**src/rtl/mult_div_if.sv**
```systemverilog
// Control-unit handshake and HI/LO result bus for the iterative multiply/divide unit.
interface mult_div_if #(
  parameter int unsigned WIDTH = 32
);
  logic             start;
  logic             op;
  logic [WIDTH-1:0] A_in;
  logic [WIDTH-1:0] B_in;
  logic [WIDTH-1:0] HI_out;
  logic [WIDTH-1:0] LO_out;
  logic             busy;
  logic             done;
  logic             div_zero;

  modport master (
    output start, op, A_in, B_in,
    input  HI_out, LO_out, busy, done, div_zero
  );

  modport slave (
    input  start, op, A_in, B_in,
    output HI_out, LO_out, busy, done, div_zero
  );
endinterface

```
**src/rtl/mult_div_unit.sv**
```systemverilog
// Iterative signed multiply (radix-2 Booth) / divide (restoring) unit, one bit per cycle,
// writing HI/LO on completion with a one-cycle done pulse.
module mult_div_unit #(
  parameter int unsigned WIDTH = 32
) (
  input  logic       clk,
  input  logic       reset,
  mult_div_if.slave  bus
);
  localparam int unsigned CntW = $clog2(WIDTH) + 1;

  typedef enum logic [1:0] {StIdle, StMult, StDiv, StFin} state_e;

  state_e            r_state;
  state_e            w_state_next;
  logic [CntW-1:0]   r_cnt;
  logic [WIDTH-1:0]  r_hi;
  logic [WIDTH-1:0]  r_lo;
  logic              r_q1;
  logic [WIDTH-1:0]  r_mcand;
  logic              r_neg_q;
  logic              r_neg_r;
  logic              r_dz;
  logic [WIDTH-1:0]  r_hi_out;
  logic [WIDTH-1:0]  r_lo_out;

  logic              w_accept;
  logic              w_b_zero;
  logic              w_last;
  logic [WIDTH-1:0]  w_mag_a;
  logic [WIDTH-1:0]  w_mag_b;
  logic [WIDTH:0]    w_ext_hi;
  logic [WIDTH:0]    w_ext_m;
  logic [WIDTH:0]    w_booth_sum;
  logic [WIDTH-1:0]  w_mul_hi;
  logic [WIDTH-1:0]  w_mul_lo;
  logic [WIDTH:0]    w_rem_shift;
  logic [WIDTH:0]    w_diff;
  logic              w_div_ok;
  logic [WIDTH-1:0]  w_div_hi;
  logic [WIDTH-1:0]  w_div_lo;

  assign w_accept = bus.start && ((r_state == StIdle) || (r_state == StFin));
  assign w_b_zero = (bus.B_in == '0);
  assign w_last   = (r_cnt == CntW'(WIDTH - 1));
  assign w_mag_a  = bus.A_in[WIDTH-1] ? -bus.A_in : bus.A_in;
  assign w_mag_b  = bus.B_in[WIDTH-1] ? -bus.B_in : bus.B_in;

  // Booth step: add/sub on a sign-extended upper half so -2^(W-1) multiplicands cannot overflow.
  assign w_ext_hi = {r_hi[WIDTH-1], r_hi};
  assign w_ext_m  = {r_mcand[WIDTH-1], r_mcand};

  always_comb begin
    w_booth_sum = w_ext_hi;
    case ({r_lo[0], r_q1})
      2'b01:   w_booth_sum = w_ext_hi + w_ext_m;
      2'b10:   w_booth_sum = w_ext_hi - w_ext_m;
      default: w_booth_sum = w_ext_hi;
    endcase
  end

  assign w_mul_hi = w_booth_sum[WIDTH:1];
  assign w_mul_lo = {w_booth_sum[0], r_lo[WIDTH-1:1]};

  // Restoring divide step: r_hi is the partial remainder, r_lo shifts dividend out / quotient in.
  assign w_rem_shift = {r_hi, r_lo[WIDTH-1]};
  assign w_diff      = w_rem_shift - {1'b0, r_mcand};
  assign w_div_ok    = ~w_diff[WIDTH];
  assign w_div_hi    = w_div_ok ? w_diff[WIDTH-1:0] : w_rem_shift[WIDTH-1:0];
  assign w_div_lo    = {r_lo[WIDTH-2:0], w_div_ok};

  always_ff @(posedge clk) begin
    if (reset) begin
      r_state <= StIdle;
    end else begin
      r_state <= w_state_next;
    end
  end

  always_comb begin
    w_state_next = r_state;
    unique case (r_state)
      StIdle, StFin: begin
        if (bus.start) begin
          if (!bus.op)       w_state_next = StMult;
          else if (w_b_zero) w_state_next = StFin;
          else               w_state_next = StDiv;
        end else begin
          w_state_next = StIdle;
        end
      end
      StMult:  if (w_last) w_state_next = StFin;
      StDiv:   if (w_last) w_state_next = StFin;
      default: w_state_next = StIdle;
    endcase
  end

  always_ff @(posedge clk) begin
    if (reset) begin
      r_cnt    <= '0;
      r_hi     <= '0;
      r_lo     <= '0;
      r_q1     <= 1'b0;
      r_mcand  <= '0;
      r_neg_q  <= 1'b0;
      r_neg_r  <= 1'b0;
      r_dz     <= 1'b0;
      r_hi_out <= '0;
      r_lo_out <= '0;
    end else if (w_accept) begin
      r_cnt <= '0;
      r_hi  <= '0;
      r_q1  <= 1'b0;
      r_dz  <= bus.op && w_b_zero;
      if (!bus.op) begin
        r_lo    <= bus.B_in;
        r_mcand <= bus.A_in;
      end else begin
        r_lo    <= w_mag_a;
        r_mcand <= w_mag_b;
        r_neg_q <= bus.A_in[WIDTH-1] ^ bus.B_in[WIDTH-1];
        r_neg_r <= bus.A_in[WIDTH-1];
      end
    end else if (r_state == StMult) begin
      r_hi  <= w_mul_hi;
      r_lo  <= w_mul_lo;
      r_q1  <= r_lo[0];
      r_cnt <= r_cnt + CntW'(1);
      if (w_last) begin
        r_hi_out <= w_mul_hi;
        r_lo_out <= w_mul_lo;
      end
    end else if (r_state == StDiv) begin
      r_hi  <= w_div_hi;
      r_lo  <= w_div_lo;
      r_cnt <= r_cnt + CntW'(1);
      if (w_last) begin
        r_hi_out <= r_neg_r ? -w_div_hi : w_div_hi;
        r_lo_out <= r_neg_q ? -w_div_lo : w_div_lo;
      end
    end
  end

  // Status outputs decode only the state register, so nothing is combinational from inputs.
  assign bus.HI_out   = r_hi_out;
  assign bus.LO_out   = r_lo_out;
  assign bus.busy     = (r_state == StMult) || (r_state == StDiv);
  assign bus.done     = (r_state == StFin);
  assign bus.div_zero = (r_state == StFin) && r_dz;
endmodule

```
**src/flat_wrapper.sv**
```systemverilog
// flat-port wrapper written by rule: the top's interface ports become plain ports
module mult_div_unit_flat 
#(
  parameter int unsigned WIDTH = 32
)
  (clk, reset, bus_start, bus_op, bus_A_in, bus_B_in, bus_HI_out, bus_LO_out, bus_busy, bus_done, bus_div_zero);
  mult_div_if #(.WIDTH(WIDTH)) bus_i ();
  input  logic clk;
  input  logic reset;
  input wire logic [$bits(bus_i.start)-1:0] bus_start;
  input wire logic [$bits(bus_i.op)-1:0] bus_op;
  input wire logic [$bits(bus_i.A_in)-1:0] bus_A_in;
  input wire logic [$bits(bus_i.B_in)-1:0] bus_B_in;
  output wire logic [$bits(bus_i.HI_out)-1:0] bus_HI_out;
  output wire logic [$bits(bus_i.LO_out)-1:0] bus_LO_out;
  output wire logic [$bits(bus_i.busy)-1:0] bus_busy;
  output wire logic [$bits(bus_i.done)-1:0] bus_done;
  output wire logic [$bits(bus_i.div_zero)-1:0] bus_div_zero;
  assign bus_i.start = bus_start;
  assign bus_i.op = bus_op;
  assign bus_i.A_in = bus_A_in;
  assign bus_i.B_in = bus_B_in;
  assign bus_HI_out = bus_i.HI_out;
  assign bus_LO_out = bus_i.LO_out;
  assign bus_busy = bus_i.busy;
  assign bus_done = bus_i.done;
  assign bus_div_zero = bus_i.div_zero;
  mult_div_unit #(.WIDTH(WIDTH)) u_core (.clk(clk), .reset(reset), .bus(bus_i));
endmodule
```
**config.mk**
```make
export PLATFORM = sky130hd
export DESIGN_NAME = mult_div_unit_flat
export DESIGN_NICKNAME = d
export VERILOG_FILES = /design/src/rtl/mult_div_if.sv /design/src/rtl/mult_div_unit.sv /design/src/flat_wrapper.sv
export SDC_FILE = /design/constraint.sdc
export NUM_CORES = 1
export LEC_CHECK = 0
export BUFFER_PORTS_ARGS = -buffer_cell sky130_fd_sc_hd__buf_2
export CORE_MARGIN = 2
export CORE_UTILIZATION = 40
export DETAILED_ROUTE_END_ITERATION = 6
export GPL_ROUTABILITY_DRIVEN = 0
export SLEW_MARGIN = 10
export SYNTH_ARGS = -nofsm -noshare
export SYNTH_HDL_FRONTEND = slang
export SYNTH_SLANG_ARGS = --single-unit
```
**constraint.sdc**
```tcl
create_clock -name clk -period 5.1 [get_ports clk]
set_input_delay 0.765 -clock clk [delete_from_list [all_inputs] [get_ports clk]]
set_output_delay 0.765 -clock clk [all_outputs]
set_load 0.02 [all_outputs]
```
==> flow_summary.ini, run 1 <==
[yosys]
yosysWarnings = 0
synth_seq_cells = 172
syn_area_per_cell_um2 = 7.25
yosysSeqAreaShare_pct = 21.8
synthCells = 2183
async_reset_ff_share_pct = 0
synth_edf_count = 0
syn_nets = 2326
ys.flop_type = dfxtp_1
mappedNetlistArea_um2 = 15800
yosysUniqueCellTypes = 91

[critical_path]
cp_cell_sequence = inv_1 -> ha_1 -> fa_1 -> nor2b_1 -> o31a_1 -> o211ai_1 -> a31oi_4 -> a311oi_2 -> nor2_2 -> inv_2 -> a21oi_1 -> ha_1 -> and4b_1 -> nor4b_1 -> buf_4 -> a41oi_2 -> buf_4 -> o31ai_1 -> xnor2_1 -> o211ai_1 -> a21oi_1
r2r-end = u_core.bus.HI_out[20]
r2r_slack_ps = 220
rr_worst_depth = 21
crit_start = u_core.r_lo[31]
path_class = reg2reg
critical_path.max_fanout = 9
cp_slowest_stage_delay_ps = 420
worstPathArrival_ps = 5220
crit_required_ps = 5440
reg2reg_from = u_core.r_lo[31]
start_kind = register
worstSetupEndpoint = u_core.bus.HI_out[20]
cpMaxStageDelayCell = fa_1
endpoint_kind = register

[sta]
setup_viol = 0
hold_viol = 0
max_freq_ghz = 0.205
fin_skew_ps = 13.7
drv_slew = 0
min_period_over_period_pct = 95.6
finalWorstSetupSlack_ps = 222
min_period_ps = 4880
maxSlewHeadroom_pct = 28.3
tightest_slew_ps = 1070

[power_and_ir_drop]
leakage_nw = 6.78
p_per_area_nw_per_um2 = 297
total_power_mw = 5.28
max-vdd-ir-drop_mv = 0.256

[clock_tree]
clkLatencyLatePin_ps = 480
cts_buffer_depth = 2
clkSinkCount = 172
h-tree-depth = 4
root_buffer = clkbuf_16
cts_tree = built
hold_buffers = 0
numCtsBuffers = 17
path_clk_slew_ps = 70

[placement]
portBuffers = 134
dp_hpwl_um = 45800
post-place-ws_ps = 113
dpl_cell_area_um2 = 17100

[final_layout]
areaGrowthSynthToFinish_pct = 12.2
drive_gt1_share_pct = 13.1
final_util_pct = 45.7
layout.nets = 2396
final_area_um2 = 17700

[outcome]
status = complete, but fails checks
violations = design-rule violations

[grt]
antenna_found_initial = 7
grt_pass1_wl_um = 92700
grt-ovfl-total = 0
grt_usage_pct = 29.0
grt_pass1_vias = 16100
grt_max_degree = 105

[die]
dieArea_um2 = 41200
die_h_um = 203
pin_count = 135
die_width_um = 203
core_um2 = 38800
start_util_pct = 40.7
row_count = 72

[job]
cap_violations = 0

[drt]
routed_wl_um = 60300
drc = 1
via_count = 16900
drt_iter0_markers = 1406
routedWlPerCell_um = 21.6
viasPerCell = 6.07
drtPass1Iterations = 7
drtAntennaViolNets = 0

[min_path]
hp-start = u_core.bus.HI_out[11]
hold_path.class = reg2reg
==> worst min-delay path by stage <==
stage                                  to  slack [ps]  cells after the start
finish              u_core.bus.HI_out[11]         450                      2
global route         u_core.bus.HI_out[0]         480                      2
CTS                 u_core.bus.HI_out[11]         460                      2
detailed placement  u_core.bus.LO_out[15]         450                      2
global placement    u_core.bus.HI_out[21]         440                      2
floorplan                     u_core.r_dz         450                      2
==> flip-flops by register name, indices dropped and copies added, names as in the netlist <==
signal	flops
u_core.r_lo	32
u_core.bus.HI_out	32
u_core.r_mcand	32
u_core.r_q1	1
u_core.r_cnt	6
u_core.r_neg_r	1
u_core.r_dz	1
u_core.r_state	2
u_core.r_hi	32
u_core.bus.LO_out	32
u_core.r_neg_q	1
==> routing by layer <==
metal / wire length [um] / part of all wire (%) / vias to the layer above / GRT usage [%]
met2: 28400 / 47 / 583 / 48.5
li1: - / - / 8165 / -
met1: 24500 / 41 / 7983 / 34.5
met4: 3780 / 6.3 / 8 / 17.2
met3: 3550 / 5.9 / 170 / 5.33
met5: 45 / 0.075 / - / 0
==> worst max-delay path, delay by kind of cell, from the launching register on <==
kind                       cells  cell delay (ps)
DFF                            1              330
AOI/OAI and AO/OA              9             1900
and+or+nand+nor                4              920
xor gates and xnor gates       1              100
buffers and inverters          4              610
adders and majority gates      3              860
==> cell families after synthesis <==
logic type               Yosys count  share of synthesized area, %
AO/OA/AOI/OAI                    730                          31.4
XOR/XNOR                         192                          10.6
adder cells (fa/ha/maj)           75                          6.03
buffers and inverters            212                          5.20
flip-flops                       172                          21.8
multiplexers                      45                          2.93
AND/OR/NAND/NOR                  757                          22.1
==> stage by stage <==
step | hold slack, ps | setup TNS [ps] | std cells
after floorplan | 448 | 0 | 2183
after global placement | 441 | 0 | 2750
after detailed placement | 446 | 0 | 2750
after CTS | 457 | 0 | 2782
after global routing | 476 | -25.2 | 2784
final | 453 | 0 | 2787
==> cells in the final DEF (no fill, tap or decap), types with 20 or more instances in the layout <==
master	n
nor3_1	32
xor2_1	111
dfxtp_1	171
or4_1	20
buf_4	73
nor2_1	214
o211ai_1	52
a211oi_1	115
a311oi_1	33
a31oi_1	27
buf_2	132
nand3_1	28
a21o_1	27
or3_1	23
o31ai_1	32
ha_1	70
nand2_1	298
o21ai_1	24
xnor2_1	81
a21oi_1	185
nor4_1	26
inv_1	55
o21ai_0	99
mux2i_1	34
==> final cells by class <==
cell class	instances	area [um2]
diodes	3	7.51
well taps	518	648
fillers	3976	21100
repair buffers	205	1210
clock buffers	17	425
flip-flops and latches	172	3440
inverters	58	218
multi-input cells	1799	11600
clock inverters	15	171
==> power by group <==
part	leakage, nW	switching (mW)	internal (mW)
registers	1.40	0.107	1.41
logic	5.10	1.54	0.875
clock network	0.288	0.693	0.658
total	6.78	2.34	2.94
==> Yosys cell counts (6+ instances only) <==
cell | count | share of area (%)
nand2_1 | 300 | 7.1
nor2_1 | 215 | 5.1
a21oi_1 | 186 | 5.9
dfxtp_1 | 172 | 22
clkbuf_1 | 129 | 3.1
a211oi_1 | 115 | 5.5
xor2_1 | 111 | 6.1
o21ai_0 | 99 | 3.1
xnor2_1 | 81 | 4.5
ha_1 | 73 | 5.8
inv_1 | 56 | 1.3
o211ai_1 | 52 | 2.5
mux2i_1 | 34 | 2.2
nor3_1 | 34 | 1.1
a311oi_1 | 33 | 1.8
o31ai_1 | 33 | 1.6
nand3_1 | 28 | 0.89
a21o_1 | 27 | 1.3
a31oi_1 | 27 | 1.1
nor4_1 | 26 | 1.0
o21ai_1 | 24 | 0.76
or3_1 | 24 | 0.95
or4_1 | 20 | 0.95
nand2b_1 | 19 | 0.75
o41ai_1 | 18 | 1.0
and3_1 | 15 | 0.59
nand4_1 | 14 | 0.55
buf_1 | 13 | 0.31
nor2b_1 | 12 | 0.47
o21bai_1 | 12 | 0.57
and4_1 | 11 | 0.61
o21a_1 | 11 | 0.52
mux2_2 | 10 | 0.71
o31a_1 | 10 | 0.55
buf_2 | 9 | 0.28
or2_2 | 9 | 0.36
a22oi_1 | 8 | 0.38
and2_1 | 8 | 0.32
a41oi_1 | 7 | 0.39
a211o_1 | 6 | 0.33
nand3b_1 | 6 | 0.28
==> what timing repair did <==
item,in CTS,in global routing
setup endpoints to repair,0,14
gates resized for setup,0,13
buffers inserted,0,2
Note: power is estimated with default switching activity, not from simulation.
==> run 2, diff against run 1 <==
--- a/config.mk
+++ b/config.mk
@@ -7,8 +7,11 @@
 export LEC_CHECK = 0
 export BUFFER_PORTS_ARGS = -buffer_cell sky130_fd_sc_hd__buf_2
+export CELL_PAD_IN_SITES_DETAIL_PLACEMENT = 1
+export CELL_PAD_IN_SITES_GLOBAL_PLACEMENT = 1
 export CORE_MARGIN = 2
 export CORE_UTILIZATION = 40
 export DETAILED_ROUTE_END_ITERATION = 6
 export GPL_ROUTABILITY_DRIVEN = 0
+export PLACE_DENSITY_LB_ADDON = 0.1
 export SLEW_MARGIN = 10
 export SYNTH_ARGS = -nofsm -noshare
==> constraint.sdc (replaced) <==
create_clock -name clk -period 5.1 [get_ports clk]
set_input_delay 0.51 -clock clk [delete_from_list [all_inputs] [get_ports clk]]
set_output_delay 0.51 -clock clk [all_outputs]
set_load 0.02 [all_outputs]
==> flow_summary.ini, run 2 (same netlist as run 1, synthesis figures left out) <==
[drt]
viasPerCell = 6.18
drtPass1Iterations = 4
drc = 0
routed_wl_um = 66400
drtAntennaViolNets = 0
drt_iter0_markers = 965
routedWlPerCell_um = 23.8
via_count = 17300

[critical_path]
worstPathArrival_ps = 5270
reg2reg_from = u_core.r_mcand[2]
path_class = reg2reg
crit_required_ps = 5520
cpMaxStageDelayCell = a2111oi_2
endpoint_kind = register
cp_cell_sequence = nor4_2 -> and2_1 -> and3_1 -> and2_2 -> and4_1 -> a41oi_1 -> xnor2_1 -> ha_1 -> o21a_1 -> o21ai_0 -> o2bb2ai_1 -> a31oi_1 -> a2111oi_2 -> buf_4 -> nor2_1 -> o221ai_2 -> mux2i_2 -> xor2_1 -> o31a_1 -> a31oi_1
r2r-end = u_core.bus.HI_out[31]
start_kind = register
rr_worst_depth = 20
r2r_slack_ps = 240
critical_path.max_fanout = 6
cpMostUsedCell = a31oi_1
cp_slowest_stage_delay_ps = 390

[grt]
grt_pass1_wl_um = 103000
grt_usage_pct = 32.4
grt_max_degree = 92
grt-ovfl-total = 0
antenna_found_initial = 3
grt_pass1_vias = 17700

[sta]
min_period_ps = 4860
drv_slew = 0
setup_viol = 0
max_freq_ghz = 0.206
min_period_over_period_pct = 95.2
tightest_slew_ps = 1110
timing.hold.ws_ps = 453
finalWorstSetupSlack_ps = 245
hold_viol = 0
maxSlewHeadroom_pct = 25.8
fin_skew_ps = 14.2

[final_layout]
final_area_um2 = 17800
layout_commonest_cell = nand2_1
num_antenna_cells = 0
areaGrowthSynthToFinish_pct = 12.8
drive_gt1_share_pct = 13.6
final_cell_mix = nand2_1 (298), nor2_1 (214), a21oi_1 (185)
layout.nets = 2404

[die]
core_um2 = 38800
die_width_um = 203
die_h_um = 203
pin_count = 135
start_util_pct = 40.7
dieArea_um2 = 41200
row_count = 72

[clock_tree]
hold_buffers = 0
clkLatencyLatePin_ps = 500
h-tree-depth = 4
clkSinkCount = 172
cts_tree = built
numCtsBuffers = 17
root_buffer = clkbuf_16
cts_buffer_depth = 2
path_clk_slew_ps = 70

[placement]
portBuffers = 134
post-place-ws_ps = -157
dp_hpwl_um = 51600
dpl_cell_area_um2 = 17100

[power_and_ir_drop]
leakage_nw = 6.82
p_per_area_nw_per_um2 = 304
max-vdd-ir-drop_mv = 0.282
total_power_mw = 5.42

[outcome]
status = finished clean

[min_path]
hp-start = u_core.bus.HI_out[15]
worstHoldPathCells = 2
hold_end = u_core.bus.HI_out[15]
hold_path.class = reg2reg

[job]
cap_violations = 0
## run 2: worst max-delay path by stage
stage,endpoint,cells after the start,startpoint
2_1_floorplan,u_core.bus.HI_out[24],22,u_core.r_lo[31]
3_3_place_gp,u_core.bus.HI_out[31],20,u_core.r_mcand[2]
3_5_place_dp,u_core.bus.HI_out[31],20,u_core.r_mcand[2]
4_1_cts,u_core.bus.HI_out[28],20,u_core.r_mcand[2]
5_1_grt,u_core.bus.HI_out[28],22,u_core.r_lo[31]
6_report,u_core.bus.HI_out[31],20,u_core.r_mcand[2]
## run 2: what timing repair did
action	in CTS	in global routing
gates cloned	0	0
setup endpoints to repair	10	15
setup buffers	1	2
gates resized for setup	4	15
pin swaps	1	3
## run 2: stage by stage
step	TNS [ps]	instances	utilization (%)
detailed placement	-652	2757	44.2
finish	0	2791	46.0
global placement	-54.1	2757	44.2
CTS	0	2789	45.8
global route	-15.9	2791	46.0
floorplan	0	2183	-
## run 2: report_power, final
| group | internal, mW | total (mW) | leakage, nW | switching (mW) |
|---|---|---|---|---|
| clock network | 0.745 | 1.41 | 0.294 | 0.660 |
| registers | 1.41 | 1.51 | 1.40 | 0.104 |
| logic | 0.888 | 2.50 | 5.13 | 1.61 |
| total | 3.04 | 5.42 | 6.82 | 2.38 |
## run 2: metal layers
| layer | GRT usage (%) | vias to the layer above | share of wire [%] |
|---|---|---|---|
| li1 | - | 8153 | - |
| met1 | 36.6 | 8537 | 41 |
| met2 | 56.8 | 398 | 49 |
| met3 | 3.80 | 169 | 2.7 |
| met4 | 22.8 | 2 | 7.3 |
| met5 | 0 | - | 0.024 |
## run 2: worst max-delay path, delay by kind of cell (launching register included)
kind / cells / cell delay (ps)
fa+ha+maj: 1 / 350
mux: 1 / 340
compound gates: 9 / 1800
buf+inv: 1 / 190
flops: 1 / 350
simple gates: 6 / 1290
xor+xnor: 2 / 460
## run 2: cell type report
| cell class | instances | area [um2] |
|---|---|---|
| Fill cell | 4895 | 21000 |
| Multi-Input combinational cell | 1799 | 11700 |
| Sequential cell | 172 | 3440 |
| Timing Repair Buffer | 213 | 1280 |
| Tap cell | 518 | 648 |
| Clock buffer | 18 | 439 |
| Inverter | 58 | 218 |
| Clock inverter | 13 | 160 |
